File: src/rtl/prog_loader_pkg.sv
// Shared definitions for the UART program loader: FSM state encoding,
// word packing constants and timeout-counter sizing.
package prog_loader_pkg;

  localparam logic [2:0] ENC_IDLE  = 3'd0;
  localparam logic [2:0] ENC_ARMED = 3'd1;
  localparam logic [2:0] ENC_RECV  = 3'd2;
  localparam logic [2:0] ENC_WRITE = 3'd3;
  localparam logic [2:0] ENC_DONE  = 3'd4;

  typedef enum logic [2:0] {
    ST_IDLE  = ENC_IDLE,
    ST_ARMED = ENC_ARMED,
    ST_RECV  = ENC_RECV,
    ST_WRITE = ENC_WRITE,
    ST_DONE  = ENC_DONE
  } state_e;

  localparam int BYTES_PER_WORD = 4;
  localparam int BYTE_CNT_W     = $clog2(BYTES_PER_WORD);

  localparam int DEFAULT_TIMEOUT_CYCLES = 1_000_000;
  localparam int DEFAULT_TIMER_W        = $clog2(DEFAULT_TIMEOUT_CYCLES);

  // Counter only needs to reach TIMEOUT_CYCLES-1; never allow a zero-width counter.
  function automatic int timer_width(input int cycles);
    return (cycles > 1) ? $clog2(cycles) : 1;
  endfunction

endpackage

File: src/rtl/loader_idle_timer.sv
// Idle timeout counter: counts cycles without a byte while running and
// flags expiry on the cycle the count has reached TIMEOUT_CYCLES-1.
module loader_idle_timer
  import prog_loader_pkg::*;
#(
  parameter int TIMEOUT_CYCLES = DEFAULT_TIMEOUT_CYCLES
) (
  input  logic clk,
  input  logic reset,
  input  logic clear,
  input  logic run,
  input  logic pulse,
  output logic expired
);

  localparam int CNT_W = timer_width(TIMEOUT_CYCLES);
  localparam logic [CNT_W-1:0] CNT_LAST = CNT_W'(TIMEOUT_CYCLES - 1);

  logic [CNT_W-1:0] count_q, count_d;

  always_comb begin
    count_d = count_q;
    if (clear || pulse) begin
      count_d = '0;
    end else if (run && (count_q != CNT_LAST)) begin
      count_d = count_q + CNT_W'(1);
    end
  end

  always_ff @(posedge clk) begin
    if (reset) begin
      count_q <= '0;
    end else begin
      count_q <= count_d;
    end
  end

  // A byte arriving in the same cycle wins over expiry.
  assign expired = run && !pulse && (count_q == CNT_LAST);

endmodule

File: src/rtl/uart_prog_loader.sv
// Packs a UART byte stream MSB-first into 32-bit words and writes them to
// the instruction ROM, holding the CPU in reset until the stream ends.
module uart_prog_loader
  import prog_loader_pkg::*;
#(
  parameter int ADDR_W         = 14,
  parameter int TIMEOUT_CYCLES = DEFAULT_TIMEOUT_CYCLES
) (
  input  logic              clk,
  input  logic              reset,
  input  logic              start,
  input  logic              rx_valid,
  input  logic [7:0]        rx_data,
  output logic              rom_we,
  output logic [ADDR_W-1:0] rom_addr,
  output logic [31:0]       rom_wdata,
  output logic              cpu_hold,
  output logic              busy,
  output logic              done,
  output logic              err,
  output logic [ADDR_W:0]   words_written
);

  localparam logic [ADDR_W-1:0]     ADDR_LAST = '1;
  localparam logic [BYTE_CNT_W-1:0] BYTE_LAST = BYTE_CNT_W'(BYTES_PER_WORD - 1);

  state_e                state_q, state_d;
  logic [ADDR_W-1:0]     addr_q, addr_d;
  logic [ADDR_W:0]       words_q, words_d;
  logic [23:0]           shift_q, shift_d;
  logic [BYTE_CNT_W-1:0] byte_cnt_q, byte_cnt_d;
  logic [31:0]           wdata_q, wdata_d;
  logic                  rom_we_q, rom_we_d;
  logic                  busy_q, busy_d;
  logic                  done_q, done_d;
  logic                  err_q, err_d;

  logic start_ok;
  logic timer_run;
  logic timer_expired;

  assign start_ok  = start && ((state_q == ST_IDLE) || (state_q == ST_DONE));
  assign timer_run = (state_q == ST_RECV) || (state_q == ST_WRITE);

  loader_idle_timer #(
    .TIMEOUT_CYCLES(TIMEOUT_CYCLES)
  ) u_idle_timer (
    .clk    (clk),
    .reset  (reset),
    .clear  (start_ok),
    .run    (timer_run),
    .pulse  (rx_valid),
    .expired(timer_expired)
  );

  always_comb begin
    state_d    = state_q;
    addr_d     = addr_q;
    words_d    = words_q;
    shift_d    = shift_q;
    byte_cnt_d = byte_cnt_q;
    wdata_d    = wdata_q;
    err_d      = err_q;

    case (state_q)
      ST_IDLE, ST_DONE: begin
        if (start) begin
          state_d    = ST_ARMED;
          addr_d     = '0;
          words_d    = '0;
          byte_cnt_d = '0;
          err_d      = 1'b0;
        end
      end
      ST_ARMED: begin
        if (rx_valid) begin
          shift_d    = {shift_q[15:0], rx_data};
          byte_cnt_d = BYTE_CNT_W'(1);
          state_d    = ST_RECV;
        end
      end
      ST_RECV: begin
        if (rx_valid) begin
          if (byte_cnt_q == BYTE_LAST) begin
            wdata_d    = {shift_q, rx_data};
            byte_cnt_d = '0;
            state_d    = ST_WRITE;
          end else begin
            shift_d    = {shift_q[15:0], rx_data};
            byte_cnt_d = byte_cnt_q + BYTE_CNT_W'(1);
          end
        end else if (timer_expired) begin
          state_d = ST_DONE;
          err_d   = (byte_cnt_q != '0);
        end
      end
      ST_WRITE: begin
        // The word is committed at the end of this cycle whatever happens next.
        words_d = words_q + (ADDR_W + 1)'(1);
        if (addr_q == ADDR_LAST) begin
          state_d = ST_DONE;
        end else begin
          addr_d  = addr_q + ADDR_W'(1);
          state_d = ST_RECV;
          if (rx_valid) begin
            shift_d    = {shift_q[15:0], rx_data};
            byte_cnt_d = BYTE_CNT_W'(1);
          end else if (timer_expired) begin
            state_d = ST_DONE;
          end
        end
      end
      default: begin
        state_d = ST_IDLE;
      end
    endcase

    rom_we_d = (state_d == ST_WRITE);
    busy_d   = (state_d == ST_ARMED) || (state_d == ST_RECV) || (state_d == ST_WRITE);
    done_d   = (state_d == ST_DONE);
  end

  always_ff @(posedge clk) begin
    if (reset) begin
      state_q    <= ST_IDLE;
      addr_q     <= '0;
      words_q    <= '0;
      shift_q    <= '0;
      byte_cnt_q <= '0;
      wdata_q    <= '0;
      rom_we_q   <= 1'b0;
      busy_q     <= 1'b0;
      done_q     <= 1'b0;
      err_q      <= 1'b0;
    end else begin
      state_q    <= state_d;
      addr_q     <= addr_d;
      words_q    <= words_d;
      shift_q    <= shift_d;
      byte_cnt_q <= byte_cnt_d;
      wdata_q    <= wdata_d;
      rom_we_q   <= rom_we_d;
      busy_q     <= busy_d;
      done_q     <= done_d;
      err_q      <= err_d;
    end
  end

  assign rom_we        = rom_we_q;
  assign rom_addr      = addr_q;
  assign rom_wdata     = wdata_q;
  assign cpu_hold      = busy_q;
  assign busy          = busy_q;
  assign done          = done_q;
  assign err           = err_q;
  assign words_written = words_q;

endmodule
File: config.mk
export PLATFORM = sky130hd
export DESIGN_NAME = uart_prog_loader
export DESIGN_NICKNAME = d
export VERILOG_FILES = /design/src/rtl/prog_loader_pkg.sv /design/src/rtl/loader_idle_timer.sv /design/src/rtl/uart_prog_loader.sv
export SDC_FILE = /design/constraint.sdc
export NUM_CORES = 1
export LEC_CHECK = 0
export BUFFER_PORTS_ARGS = -buffer_cell sky130_fd_sc_hd__buf_4
export CAP_MARGIN = 20
export CORE_MARGIN = 2
export CORE_UTILIZATION = 45
export DETAILED_ROUTE_END_ITERATION = 10
export PLACE_DENSITY = 0.74
export SYNTH_ARGS = -nofsm -noshare
export SYNTH_HDL_FRONTEND = slang
export SYNTH_SLANG_ARGS = --single-unit
File: constraint.sdc
create_clock -name clk -period 1.9 [get_ports clk]
set_clock_uncertainty 0.05 [all_clocks]
set_input_delay 0.38 -clock clk [delete_from_list [all_inputs] [get_ports clk]]
set_output_delay 0.38 -clock clk [all_outputs]
set_load 0.005 [all_outputs]
==> metrics.md <==
| Metric | Value |
|---|---|
| H-tree depth | `4` |
| Clk Latency, worst-skew pair | `0.53 ns` |
| Hold_buf cts | `0` |
| Layout cell share with drive strength beyond 1 | `23.56%` |
| Final core utilization | `62.54%` |
| Core Region | `10320 um^2` |
| Syn Nets | `623` |
| Finished layout cell area | `6456 um^2` |
| Reg2reg setup slack | `0.04 ns` |
| Synth area leader | `dfxtp_1` |
| TritonCTS clock tree | `yes` |
| Achievable frequency | `537.3 MHz` |
| Top post-synthesis cells by area | `dfxtp_1 48%, nand2_1 11%, a21oi_1 9.4%, nor2_1 3.5%, xor2_1 2.6%` |
| Worst-path clk slew | `0.06 ns` |
| Post-Syn Area | `4781 um^2` |
| Nets | `717` |
| Pre-CTS WS | `0.03220 ns` |
| Clk buf depth | `2` |
| I/O pin total | `78` |
| Cell variety after synth | `44` |
| Drc violations | `0` |
| Vias in the first global route | `4313` |
| Final setup fails | `0` |
| Kind of critical path | `flop to flop` |
| Die Y | `107.1 um` |
| Critical Path AT | `2.22 ns` |
| Worst Hold Class | `primary input to flop` |
| Fill count | `852` |
| Flops & latches, synth | `114` |
| Worst-path fanout max | `5` |
| Cell Rows | `37` |
| List of most frequent post-synthesis cells | `140 x nand2_1, 114 x dfxtp_1, 90 x a21oi_1` |
| Leak | `2.372 nW` |
| Synth warn | `0` |
| Yosys top cell area share | `47.74%` |
| Total grt overflow | `0` |
| Synth Flop Type | `dfxtp_1` |
| Placed Area | `5683 um^2` |
| Synth Area per Inst | `7.889 um^2` |
| Hold path endpoint | `shift_q[4]$_SDFFE_PP0P_` |
| Worst flop-to-flop path endpoint | `u_idle_timer.count_q[0]$_SDFFE_PP0P_` |
| Largest net degree at the start of global routing | `84` |
| Final wirelength | `12.24 mm` |
| Routed vias | `4663` |
| Least-Margin Pin Slew | `0.4358 ns` |
| Seq/Total Area, Yosys | `47.74%` |
| Tcrit/Tclk final | `97.96%` |
| Initial DRC Count | `357` |
| IO Port Bufs | `77` |
| Die ar. | `11470 um^2` |
| Worst slew margin | `70.82%` |
| Fin. Hold Viols | `0` |
| DP Wirelength | `7.833 mm` |
| Minimum clock period | `1.861 ns` |
| CTS Buf Count | `17` |
| PD cells | `968.3 nW/um^2` |
| Starting Density | `46.31%` |
| Cells after synthesis | `606` |
| Number of synthesized flops with an enable pin | `0` |
| CP Capture Type | `flop` |
| Area growth syn-to-layout | `35.04%` |
| First-pass GRT wire length | `19.69 mm` |
| Clk root buf | `clkbuf_8` |
| DRT antenna net count | `0` |
| Die X | `107.1 um` |
| Reg2Reg Depth | `7` |
| Antenna violations before repair | `0` |
| Clk sink count | `114` |
| WL per Instance | `14.42 um` |
| Worst min-delay path startpoint | `rx_data[4]` |
| Total GRT Usage | `21.36%` |
| First-pass detailed-route iteration total | `4` |
| Critical path startpoint category | `flop` |
| Ys async rst share | `0%` |
| Hold Path Stages | `3` |
| Peak supply drop | `0.5566 mV` |
| PnR worst setup slack | `0.03879 ns` |
| Worst EP required | `2.26 ns` |
| Run status | `finished clean` |
| Total of max-cap violations | `0` |
| Power Total | `6.252 mW` |
| Worst r2r src | `u_idle_timer.count_q[7]$_SDFFE_PP0P_` |
| Mean number of vias per cell | `5.492` |
| Ant diodes | `0` |
| Fin. max-slew vios | `0` |
| GP Congestion | `0.8800` |
| Count leader, synth | `nand2_1` |
[routing by layer]
layer	up-vias	wire (um)	global-route usage, %
met4	0	214	8.442
li1	2291	-	-
met2	136	6081	35.44
met5	-	0	0
met1	2213	5208	25.51
met3	23	735	6.991
[timing repair]
item                       CTS  global route
buffers inserted             0             1
resized for setup            0            26
setup endpoints to repair    0            67
[worst max path at each step]
stage | start | to
after floorplan | words_written[0]$_SDFFE_PP0P_ | words_written[14]$_SDFFE_PP0P_
after global placement | start | u_idle_timer.count_q[4]$_SDFFE_PP0P_
after detailed placement | u_idle_timer.count_q[14]$_SDFFE_PP0P_ | err$_SDFFE_PP0P_
after CTS | u_idle_timer.count_q[14]$_SDFFE_PP0P_ | err$_SDFFE_PP0P_
after global routing | u_idle_timer.count_q[7]$_SDFFE_PP0P_ | u_idle_timer.count_q[0]$_SDFFE_PP0P_
final | u_idle_timer.count_q[7]$_SDFFE_PP0P_ | u_idle_timer.count_q[0]$_SDFFE_PP0P_
[cell families (layout without fill, tap and decap cells)]
logic type | Yosys count | count (layout) | share of synthesized area [%]
and+or+nand+nor | 291 | 291 | 28.63
DFF | 114 | 114 | 47.74
AOI/OAI and AO/OA | 134 | 134 | 15.49
adders and majority gates | 5 | 5 | 1.309
xor gates and xnor gates | 15 | 15 | 2.748
muxes | 1 | 1 | 0.2094
buffers and inverters | 46 | 153 | 3.873
[power by group]
part / switching (mW) / internal (mW)
Combinational: 0.149 / 0.0903
Sequential: 0.0181 / 2.41
Clock: 1.15 / 2.44
[layout make-up]
type	instances	area, um^2	area share (%)
well taps	136	170.2	2.636
flip-flops and latches	114	2292	35.50
clock inverters	12	230.2	3.566
multi-input cells	446	2404	37.23
inverters	9	33.78	0.5233
clock buffers	20	435.4	6.744
repair buffers	112	890.9	13.80
[metrics by stage]
| step | setup TNS, ns | hold WS (ns) | cells |
|---|---|---|---|
| after floorplan | 0 | 0.3821 | 606 |
| after global placement | 0 | 0.3914 | 816 |
| after detailed placement | 0 | 0.3968 | 816 |
| after CTS | 0 | 0.04922 | 848 |
| after global routing | -0.7824 | 0.05341 | 849 |
| final | 0 | 0.05095 | 849 |
[sequential cells by signal (all words and copies together), names as in the netlist]
register and flops:
rom_wdata 32, shift_q 24, u_idle_timer.count_q 20, words_written 15, rom_addr 14, state_q 3, byte_cnt_q 2, busy 1
done 1, err 1, rom_we 1
[critical path: stages (launching register included)]
cell and delay, ns:
dfxtp_1 0.39, nor4_4 0.29, nand4_1 0.24, buf_4 0.21, o21ai_1 0.19, buf_4 0.17, xor2_1 0.15, nor2_1 0.06
[cells in the final DEF (no fill, tap or decap), drive strengths merged, types with 5 or more instances in the layout]
| cell | n |
|---|---|
| nand2 | 140 |
| bufinv | 6 |
| a21oi | 90 |
| nor2 | 45 |
| or4 | 11 |
| o21ai | 20 |
| nand4 | 13 |
| ha | 5 |
| inv | 9 |
| o31ai | 7 |
| and3 | 9 |
| nor3 | 7 |
| clkbuf | 20 |
| dfxtp | 114 |
| or3 | 13 |
| buf | 112 |
| nand3 | 22 |
| xor2 | 14 |
(Power assumes the default switching activity.)
